`src/rtl/iir_sos_ctrl_if.sv`:
```
// Bundle between the biquad-cascade controller, its coefficient ROM, the sections'
// coefficient write port and the upstream sample source.
interface iir_sos_ctrl_if #(
    parameter int N_SOS   = 4,
    parameter int COEFF_W = 16,
    parameter int ADDR_W  = 4
);
    logic               start_load;
    logic [ADDR_W-1:0]  rom_addr;
    logic [COEFF_W-1:0] rom_data;
    logic [N_SOS-1:0]   c_we;
    logic [1:0]         c_addr;
    logic [COEFF_W-1:0] c_in;
    logic               coeff_ok;
    logic               load_done;
    logic               samp_valid;
    logic               ready;
    logic [N_SOS-1:0]   ce;
    logic               mult_sel;
    logic               dout_valid;
    logic               overrun;

    modport master (
        input  start_load, rom_data, samp_valid,
        output rom_addr, c_we, c_addr, c_in, coeff_ok, load_done,
               ready, ce, mult_sel, dout_valid, overrun
    );

    modport slave (
        output start_load, rom_data, samp_valid,
        input  rom_addr, c_we, c_addr, c_in, coeff_ok, load_done,
               ready, ce, mult_sel, dout_valid, overrun
    );
endinterface

```
`src/rtl/iir_sos_ctrl.sv`:
```
// Sequencer for a cascade of biquad sections: loads coefficients from a ROM into
// every section, then steps the sections one frame at a time for each input sample.
module iir_sos_ctrl #(
    parameter int N_SOS   = 4,
    parameter int COEFF_W = 16,
    parameter int ADDR_W  = 4,
    parameter int CE_LEN  = 3
) (
    input  logic           clk,
    input  logic           rst,
    iir_sos_ctrl_if.master bus
);
    localparam int F      = CE_LEN + 1;
    localparam int WCNT_W = $clog2(4 * N_SOS) + 1;
    localparam int FC_W   = $clog2(F);
    localparam int SC_W   = (N_SOS > 1) ? $clog2(N_SOS) : 1;

    localparam logic [WCNT_W-1:0] W_LAST  = WCNT_W'(4 * N_SOS - 1);
    localparam logic [FC_W-1:0]   FC_LAST = FC_W'(F - 1);
    localparam logic [FC_W-1:0]   FC_CE   = FC_W'(CE_LEN);
    localparam logic [SC_W-1:0]   SC_LAST = SC_W'(N_SOS - 1);

    typedef enum logic [1:0] {IDLE, LOAD, RUN} state_t;
    state_t state;

    logic [WCNT_W-1:0] w_cnt;
    logic [WCNT_W-1:0] w_p1;
    logic              iss_vld_p0;
    logic              rd_vld_p1;
    logic              wr_last_p2;
    logic [FC_W-1:0]   fcnt;
    logic [FC_W-1:0]   fcnt_n;
    logic [SC_W-1:0]   scnt;
    logic [SC_W-1:0]   scnt_n;
    logic              run_end;

    // Next frame position; run_end marks the last cycle of the last section's frame.
    always_comb begin
        fcnt_n  = fcnt + 1'b1;
        scnt_n  = scnt;
        run_end = 1'b0;
        if (fcnt == FC_LAST) begin
            fcnt_n = '0;
            if (scnt == SC_LAST) begin
                run_end = 1'b1;
            end else begin
                scnt_n = scnt + 1'b1;
            end
        end
    end

    always_ff @(posedge clk or posedge rst) begin
        if (rst) begin
            state          <= IDLE;
            w_cnt          <= '0;
            w_p1           <= '0;
            iss_vld_p0     <= 1'b0;
            rd_vld_p1      <= 1'b0;
            wr_last_p2     <= 1'b0;
            fcnt           <= '0;
            scnt           <= '0;
            bus.rom_addr   <= '0;
            bus.c_we       <= '0;
            bus.c_addr     <= '0;
            bus.c_in       <= '0;
            bus.coeff_ok   <= 1'b0;
            bus.load_done  <= 1'b0;
            bus.ready      <= 1'b0;
            bus.ce         <= '0;
            bus.mult_sel   <= 1'b0;
            bus.dout_valid <= 1'b0;
            bus.overrun    <= 1'b0;
        end else begin
            bus.load_done  <= 1'b0;
            bus.dout_valid <= 1'b0;
            bus.c_we       <= '0;
            bus.overrun    <= bus.overrun | (bus.samp_valid & ~bus.ready);

            case (state)
                IDLE: begin
                    if (bus.start_load) begin
                        state        <= LOAD;
                        bus.ready    <= 1'b0;
                        w_cnt        <= '0;
                        bus.rom_addr <= '0;
                        iss_vld_p0   <= 1'b1;
                        rd_vld_p1    <= 1'b0;
                        wr_last_p2   <= 1'b0;
                    end else if (bus.samp_valid && bus.coeff_ok) begin
                        state        <= RUN;
                        bus.ready    <= 1'b0;
                        fcnt         <= '0;
                        scnt         <= '0;
                        bus.ce       <= N_SOS'(1);
                        bus.mult_sel <= 1'b0;
                    end
                end

                LOAD: begin
                    // p0 -> p1: address issued, ROM data returns next cycle
                    if (iss_vld_p0) begin
                        rd_vld_p1 <= 1'b1;
                        w_p1      <= w_cnt;
                        if (w_cnt == W_LAST) begin
                            iss_vld_p0 <= 1'b0;
                        end else begin
                            w_cnt        <= w_cnt + 1'b1;
                            bus.rom_addr <= ADDR_W'(w_cnt + 1'b1);
                        end
                    end else begin
                        rd_vld_p1 <= 1'b0;
                    end

                    // p1 -> p2: capture ROM data into the section write port
                    wr_last_p2 <= 1'b0;
                    if (rd_vld_p1) begin
                        bus.c_we   <= N_SOS'(1) << w_p1[WCNT_W-1:2];
                        bus.c_addr <= w_p1[1:0];
                        bus.c_in   <= bus.rom_data;
                        wr_last_p2 <= (w_p1 == W_LAST);
                    end

                    if (wr_last_p2) begin
                        state         <= IDLE;
                        bus.load_done <= 1'b1;
                        bus.coeff_ok  <= 1'b1;
                        bus.ready     <= 1'b1;
                    end
                end

                RUN: begin
                    fcnt <= fcnt_n;
                    scnt <= scnt_n;
                    if (run_end) begin
                        state          <= IDLE;
                        bus.ce         <= '0;
                        bus.mult_sel   <= 1'b0;
                        bus.dout_valid <= 1'b1;
                        bus.ready      <= 1'b1;
                    end else begin
                        bus.ce       <= (fcnt_n < FC_CE) ? (N_SOS'(1) << scnt_n) : '0;
                        bus.mult_sel <= (fcnt_n != '0) && (fcnt_n < FC_CE);
                    end
                end

                default: state <= IDLE;
            endcase
        end
    end
endmodule

```
`src/flat_wrapper.sv`:
```
// flat-port wrapper written by rule: the top's interface ports become plain ports
module iir_sos_ctrl_flat 
#(
    parameter int N_SOS   = 4,
    parameter int COEFF_W = 16,
    parameter int ADDR_W  = 4,
    parameter int CE_LEN  = 3
)
  (clk, rst, bus_start_load, bus_rom_data, bus_samp_valid, bus_rom_addr, bus_c_we, bus_c_addr, bus_c_in, bus_coeff_ok, bus_load_done, bus_ready, bus_ce, bus_mult_sel, bus_dout_valid, bus_overrun);
  iir_sos_ctrl_if #(.N_SOS(N_SOS), .COEFF_W(COEFF_W), .ADDR_W(ADDR_W)) bus_i ();
  input  logic clk;
  input  logic rst;
  input wire logic [$bits(bus_i.start_load)-1:0] bus_start_load;
  input wire logic [$bits(bus_i.rom_data)-1:0] bus_rom_data;
  input wire logic [$bits(bus_i.samp_valid)-1:0] bus_samp_valid;
  output wire logic [$bits(bus_i.rom_addr)-1:0] bus_rom_addr;
  output wire logic [$bits(bus_i.c_we)-1:0] bus_c_we;
  output wire logic [$bits(bus_i.c_addr)-1:0] bus_c_addr;
  output wire logic [$bits(bus_i.c_in)-1:0] bus_c_in;
  output wire logic [$bits(bus_i.coeff_ok)-1:0] bus_coeff_ok;
  output wire logic [$bits(bus_i.load_done)-1:0] bus_load_done;
  output wire logic [$bits(bus_i.ready)-1:0] bus_ready;
  output wire logic [$bits(bus_i.ce)-1:0] bus_ce;
  output wire logic [$bits(bus_i.mult_sel)-1:0] bus_mult_sel;
  output wire logic [$bits(bus_i.dout_valid)-1:0] bus_dout_valid;
  output wire logic [$bits(bus_i.overrun)-1:0] bus_overrun;
  assign bus_i.start_load = bus_start_load;
  assign bus_i.rom_data = bus_rom_data;
  assign bus_i.samp_valid = bus_samp_valid;
  assign bus_rom_addr = bus_i.rom_addr;
  assign bus_c_we = bus_i.c_we;
  assign bus_c_addr = bus_i.c_addr;
  assign bus_c_in = bus_i.c_in;
  assign bus_coeff_ok = bus_i.coeff_ok;
  assign bus_load_done = bus_i.load_done;
  assign bus_ready = bus_i.ready;
  assign bus_ce = bus_i.ce;
  assign bus_mult_sel = bus_i.mult_sel;
  assign bus_dout_valid = bus_i.dout_valid;
  assign bus_overrun = bus_i.overrun;
  iir_sos_ctrl #(.N_SOS(N_SOS), .COEFF_W(COEFF_W), .ADDR_W(ADDR_W), .CE_LEN(CE_LEN)) u_core (.clk(clk), .rst(rst), .bus(bus_i));
endmodule
```
`config.mk`:
```
export PLATFORM = sky130hd
export DESIGN_NAME = iir_sos_ctrl_flat
export DESIGN_NICKNAME = d
export VERILOG_FILES = /design/src/rtl/iir_sos_ctrl_if.sv /design/src/rtl/iir_sos_ctrl.sv /design/src/flat_wrapper.sv
export SDC_FILE = /design/constraint.sdc
export NUM_CORES = 1
export LEC_CHECK = 0
export BUFFER_PORTS_ARGS = -buffer_cell sky130_fd_sc_hd__buf_2
export CAP_MARGIN = 20
export CORE_ASPECT_RATIO = 1.1
export CORE_MARGIN = 2
export CORE_UTILIZATION = 45
export CTS_BUF_LIST = sky130_fd_sc_hd__clkbuf_8
export CTS_CLUSTER_DIAMETER = 150
export CTS_CLUSTER_SIZE = 24
export DETAILED_ROUTE_END_ITERATION = 7
export GPL_TIMING_DRIVEN = 0
export PLACE_DENSITY = 0.69
export REMOVE_ABC_BUFFERS = 1
export SYNTH_ARGS = -nofsm -noshare
export SYNTH_HDL_FRONTEND = slang
export SYNTH_SLANG_ARGS = --single-unit
```
`constraint.sdc`:
```
create_clock -name clk -period 2.21 [get_ports clk]
set_input_delay 0.442 -clock clk [delete_from_list [all_inputs] [get_ports clk]]
set_output_delay 0.442 -clock clk [all_outputs]
set_load 0.05 [all_outputs]
```
==> results of run 1 <==
==> flip-flops by register name, indices dropped and copies added (netlist names), 2 cells and up <==
name	count
u_core.scnt	2
u_core.w_cnt	2
u_core.bus.rom_addr	3
u_core.w_p1	5
u_core.bus.c_in	16
u_core.fcnt	2
u_core.bus.c_addr	2
u_core.state	2
u_core.bus.ce	4
u_core.bus.c_we	4
==> timing repair <==
action                     in CTS  in global routing
resized for setup               2                  2
hold buffers                    0                  0
buffers inserted                0                  0
setup endpoints to repair       2                  2
==> final cells by class <==
cell class                      count  share of cell area
Clock buffer                        5             0.02633
Clock inverter                      2             0.01436
Inverter                           11             0.01580
Tap cell                           56             0.02681
Sequential cell                    51              0.4883
Timing Repair Buffer               56              0.1130
Multi-Input combinational cell    106              0.3155
==> kinds of logic after synthesis <==
logic type | synth area share
compound gates | 0.09522
flops | 0.5815
fa+ha+maj | 0.03991
xor+xnor | 0.01197
buf+inv | 0.05074
mux | 0.1271
simple gates | 0.09351
==> metrics by stage <==
step	power (mW)	area [um^2]	util	TNS (ns)	std cells
4_1_cts	3.735	2606	0.5564	0	287
3_3_place_gp	3.059	2470	0.5272	-3.930	279
5_1_grt	3.922	2614	0.5580	0	287
6_report	3.693	2614	0.5580	0	287
2_1_floorplan	2.716	2125	-	0	168
3_5_place_dp	3.092	2490	0.5315	-0.1878	280
==> power by group <==
part           total [mW]  internal (mW)  leakage, nW  switching, mW
combinational        1.70          0.498        0.596           1.20
sequential           1.37           1.21        0.655          0.158
clock               0.626          0.331       0.0502          0.295
total                3.69           2.04         1.30           1.65
==> cells in the mapped netlist, types with 2 or more instances <==
| library cell | instances |
|---|---|
| a32o_1 | 2 |
| dfrtp_1 | 51 |
| nand2b_1 | 2 |
| nand2_1 | 16 |
| inv_1 | 11 |
| xnor2_1 | 2 |
| o22a_1 | 2 |
| ha_1 | 7 |
| buf_1 | 3 |
| a21o_1 | 2 |
| nor4b_1 | 2 |
| nor2_1 | 6 |
| nor3_1 | 2 |
| o21ai_0 | 11 |
| mux2_2 | 22 |
| o31ai_1 | 2 |
| clkbuf_1 | 2 |
| mux2i_1 | 2 |
| nand3_1 | 6 |
| buf_4 | 4 |
==> critical path: cells and delay by family (launching register included) <==
kind                       cells  cell delay [ns]
adders and majority gates      2             0.45
AOI/OAI and AO/OA              3             0.67
DFF                            1             0.45
and+or+nand+nor                2             0.36
==> worst paths after layout <==
path	end	slack, ns	cells past startpoint
worst max-delay path	u_core.bus.rom_addr[2]$_DFFE_PP0P_	0.18	7
worst min-delay path	u_core.bus.c_in[9]$_DFFE_PP0P_	0.12	2
worst max register to register	u_core.bus.rom_addr[2]$_DFFE_PP0P_	0.18	7
worst min register to register	u_core.bus.overrun$_DFF_PP0_	0.46	1
max in group asynchronous	u_core.wr_last_p2$_DFFE_PP0P_	1.58	3
min in group clk	u_core.bus.c_in[9]$_DFFE_PP0P_	0.37	2
==> metal layers <==
metal	track usage	wire [um]	up-vias
met4	0.06038	61	0
met5	0	0	-
li1	-	-	726
met1	0.1851	1682	685
met2	0.2255	1648	51
met3	0.04731	281	6
==> impl_metrics.toml, run 1 <==
[timing]
max_freq_mhz = 493.0
finClkSkew_ns = 0.005071
slew_headroom = 0.5838
hold_slack_ns = 0.1243
finalHoldViolations = 0
worstMarginPinSlew_ns = 0.6243
worst_slack_ns = 0.1814
finalCritPeriodShare = 0.9179
min_period_ns = 2.029
rsz0062_at_grt = "no"
setup_violations = 0
drv_slew = 0

[synthesis]
ys_seq_elements = 51
synth_top_cell_by_area = "dfrtp_1"
synth-edff-count = 0
netlist_area_um2 = 2195
ys_seq_area_frac = 0.5815
synth_top_area_share = 0.5815
async_reset_ff_frac = 1.000
synthTopCellsByArea = "dfrtp_1 (58%), mux2_2 (11%), ha_1 (4.0%)"
yosys_warnings = 0
ys.flop_type = "dfrtp_1"
synth_area_per_cell_um2 = 12.19
syn_inst = 180
synth.distinct_cells = 43

[power]
ir_drop_mv = 0.6357
powerDensity_nw_per_um2 = 1413
cellLeakagePower_nw = 1.301

[status]
outcome = "finished, final reports clean"

[place]
dp_slack_ns = -0.1815
dp_hpwl_um = 2685
place_congestion = 0.7628
placement.io_buffers = 55

[critical_path]
worstReg2RegStart = "u_core.bus.rom_addr[0]$_DFFE_PP0P_"
critPathMaxFanout = 9
cp_cell_sequence = "ha_1 > and3_1 > ha_1 > nand2b_1 > a21oi_2 > a21oi_1 > a31o_2"
startpoint = "u_core.bus.rom_addr[0]$_DFFE_PP0P_"
slowest_delay_ns = 0.45
cp-start-kind = "flip-flop"
end_kind = "flip-flop"
cp.arrival_ns = 2.23
crit_path_frequent_cell = "ha_1"
cp_slowest_cell = "dfrtp_1"
path_class = "reg2reg"
required_ns = 2.41

[route]
wl_per_cell_um = 12.80
route.detailed.drc = 0
antenna_left = 0
drtIter0Drc = 61
vias_per_cell = 5.115
drt_pre_antenna_iters = 4
wirelength_um = 3674
vias = 1468

[job]
cap_violations = 0

[floorplanning]
start_util = 0.4685
dieArea_um2 = 5452
die_y_um = 77.24
rows = 26
die_x_um = 70.59
io_pins = 56
core_um2 = 4684

[worst_hold_path]
hold_class = "in2async"

[cts]
tritoncts = "built"
numCtsBuffers = 5
clock_latency_ns = 0.30
clockRootBuffer = "clkbuf_8"
clk_path_buf_depth = 2
cts_max_level = 2
cts_num_sinks = 51
path_clk_slew_ns = 0.09

[finish]
final_common_cell = "buf_2"
multi_input_area_um2 = 824.5
syn_to_final_growth_pct = 19.10
drive_gt1_frac = 0.4026
num_antenna_cells = 0
mostFrequentLayoutCells = "buf_2 (55), dfrtp_1 (51), mux2_2 (22)"
final_nets = 258
ff_latch_area_um2 = 1276
fillCellCount = 413

[global_routing]
grt_pass1_vias = 1392
grt_overflow_total = 0
grt_pass1_wl_um = 6244
grt_max_degree = 34
grt_usage = 0.1446
antenna_found_initial = 0
Note: power is estimated with default switching activity, not from simulation.
==> run 2, diff against run 1 <==
Settings changed: CORE_ASPECT_RATIO 1.1 to unset.
==> run 2 against run 1 <==
- register-to-register slack got worse by 0.03 ns
- total power increased by 0.66%
- clock power grew 1%
- cell count grew 4.2%
- hold slack worse by 0.043 ns
- sequential power about the same
- cell area grew 0.77%
==> impl_metrics.toml, run 2 (synthesized netlist as in run 1, its figures left out) <==
[cts]
clk_path_buf_depth = 2
numCtsBuffers = 5
clock_latency_ns = 0.30
cts_num_sinks = 51
cts_max_level = 2
clockRootBuffer = "clkbuf_8"
tritoncts = "built"
path_clk_slew_ns = 0.09

[finish]
num_antenna_cells = 0
ff_latch_area_um2 = 1276
top_register = "u_core.bus.c_in"
largest_reg_flops = 16
multi_input_area_um2 = 824.5
mostFrequentLayoutCells = "buf_2 (55), dfrtp_1 (51), mux2_2 (22)"
final_common_cell = "buf_2"
drive_gt1_frac = 0.4052
reg.largest.list = "u_core.bus.c_in (16), u_core.w_p1 (5)"
fillCellCount = 399
syn_to_final_growth_pct = 20.01
final_nets = 258

[route]
antenna_left = 0
drtIter0Drc = 53
wirelength_um = 3757
wl_per_cell_um = 12.57
route.detailed.drc = 0
vias_per_cell = 4.916
vias = 1470
drt_pre_antenna_iters = 4

[floorplanning]
die_y_um = 73.84
die_x_um = 73.84
dieArea_um2 = 5452
rows = 25
core_um2 = 4723
start_util = 0.4646
io_pins = 56

[timing]
slew_headroom = 0.5832
worstMarginPinSlew_ns = 0.6253
finalHoldViolations = 0
min_period_ns = 2.063
hold_slack_ns = 0.08125
finalCritPeriodShare = 0.9335
max_freq_mhz = 484.7
finClkSkew_ns = 0.006406
rsz0062_at_grt = "no"
worst_slack_ns = 0.1469
fin_setup_tns_ns = 0
setup_violations = 0
drv_slew = 0

[global_routing]
grt_pass1_vias = 1366
antenna_found_initial = 0
grt_pass1_wl_um = 6237
grt_max_degree = 40
grt_usage = 0.1514
grt_overflow_total = 0

[place]
dp_slack_ns = -0.1790
place_congestion = 0.7778
dp_hpwl_um = 2656
placement.io_buffers = 55

[worst_hold_path]
hold_class = "in2async"

[critical_path]
r2r_slack_ns = 0.15
startpoint = "u_core.bus.rom_addr[0]$_DFFE_PP0P_"
worstReg2RegStart = "u_core.bus.rom_addr[0]$_DFFE_PP0P_"
cp.arrival_ns = 2.26
critPathMaxFanout = 9
cp-start-kind = "flip-flop"
required_ns = 2.41
path_class = "reg2reg"
end_kind = "flip-flop"

[power]
powerDensity_nw_per_um2 = 1411
cellLeakagePower_nw = 1.309
ir_drop_mv = 0.7041
power_mw = 3.717

[status]
outcome = "finished, final reports clean"

[job]
cap_violations = 0
==> run 2: changes by cell type in the layout (fill, tap and decap cells not counted) <==
cell and change:
clkinv_2 +1, clkinv_4 +1, clkinvlp_4 -1
==> run 2: where the power goes <==
| group | switching [mW] | internal (mW) |
|---|---|---|
| Combinational | 1.21 | 0.499 |
| Sequential | 0.162 | 1.21 |
| Clock | 0.297 | 0.337 |
==> run 2: repair_timing <==
action | 4_1_cts | 5_1_grt
setup endpoints to repair | 2 | 1
hold buffers | 0 | 0
buffers inserted | 0 | 0
pin swaps | 0 | 0
resized for setup | 2 | 2
==> run 2: final cells by class <==
| class | instances | share of cell area |
|---|---|---|
| well taps | 67 | 0.03183 |
| inverters | 11 | 0.01568 |
| repair buffers | 56 | 0.1121 |
| flip-flops and latches | 51 | 0.4846 |
| multi-input cells | 106 | 0.3131 |
| clock inverters | 3 | 0.01663 |
| clock buffers | 5 | 0.02613 |
==> run 2: worst paths after layout <==
| kind | cells after the start | end |
|---|---|---|
| max | 7 | u_core.bus.rom_addr[2]$_DFFE_PP0P_ |
| min | 2 | u_core.bus.c_in[12]$_DFFE_PP0P_ |
| max reg2reg | 7 | u_core.bus.rom_addr[2]$_DFFE_PP0P_ |
| min reg2reg | 1 | u_core.bus.overrun$_DFF_PP0_ |
| max in group asynchronous | 3 | u_core.bus.overrun$_DFF_PP0_ |
| min in group clk | 2 | u_core.bus.c_in[6]$_DFFE_PP0P_ |
==> run 2: per-stage QoR <==
step                      utilization  area (um^2)  cells
after floorplan                     -         2125    168
after global placement         0.5258         2484    290
after detailed placement       0.5301         2504    291
after CTS                      0.5560         2626    299
after global routing           0.5576         2634    299
final                          0.5576         2634    299
==> run 2: metal layers <==
| metal | vias up | part of all wire | GRT usage |
|---|---|---|---|
| li1 | 723 | - | - |
| met1 | 694 | 0.47 | 0.1968 |
| met2 | 48 | 0.46 | 0.2361 |
| met3 | 5 | 0.060 | 0.04252 |
| met4 | 0 | 0.016 | 0.06667 |
| met5 | - | 0 | 0 |
==> run 2: critical path: stages, from the launching register on <==
cell and delay (ns):
dfrtp_1 0.46, ha_1 0.26, and3_1 0.19, ha_1 0.19, nand2b_1 0.18, a21oi_2 0.33
a21oi_1 0.12, a31o_2 0.22
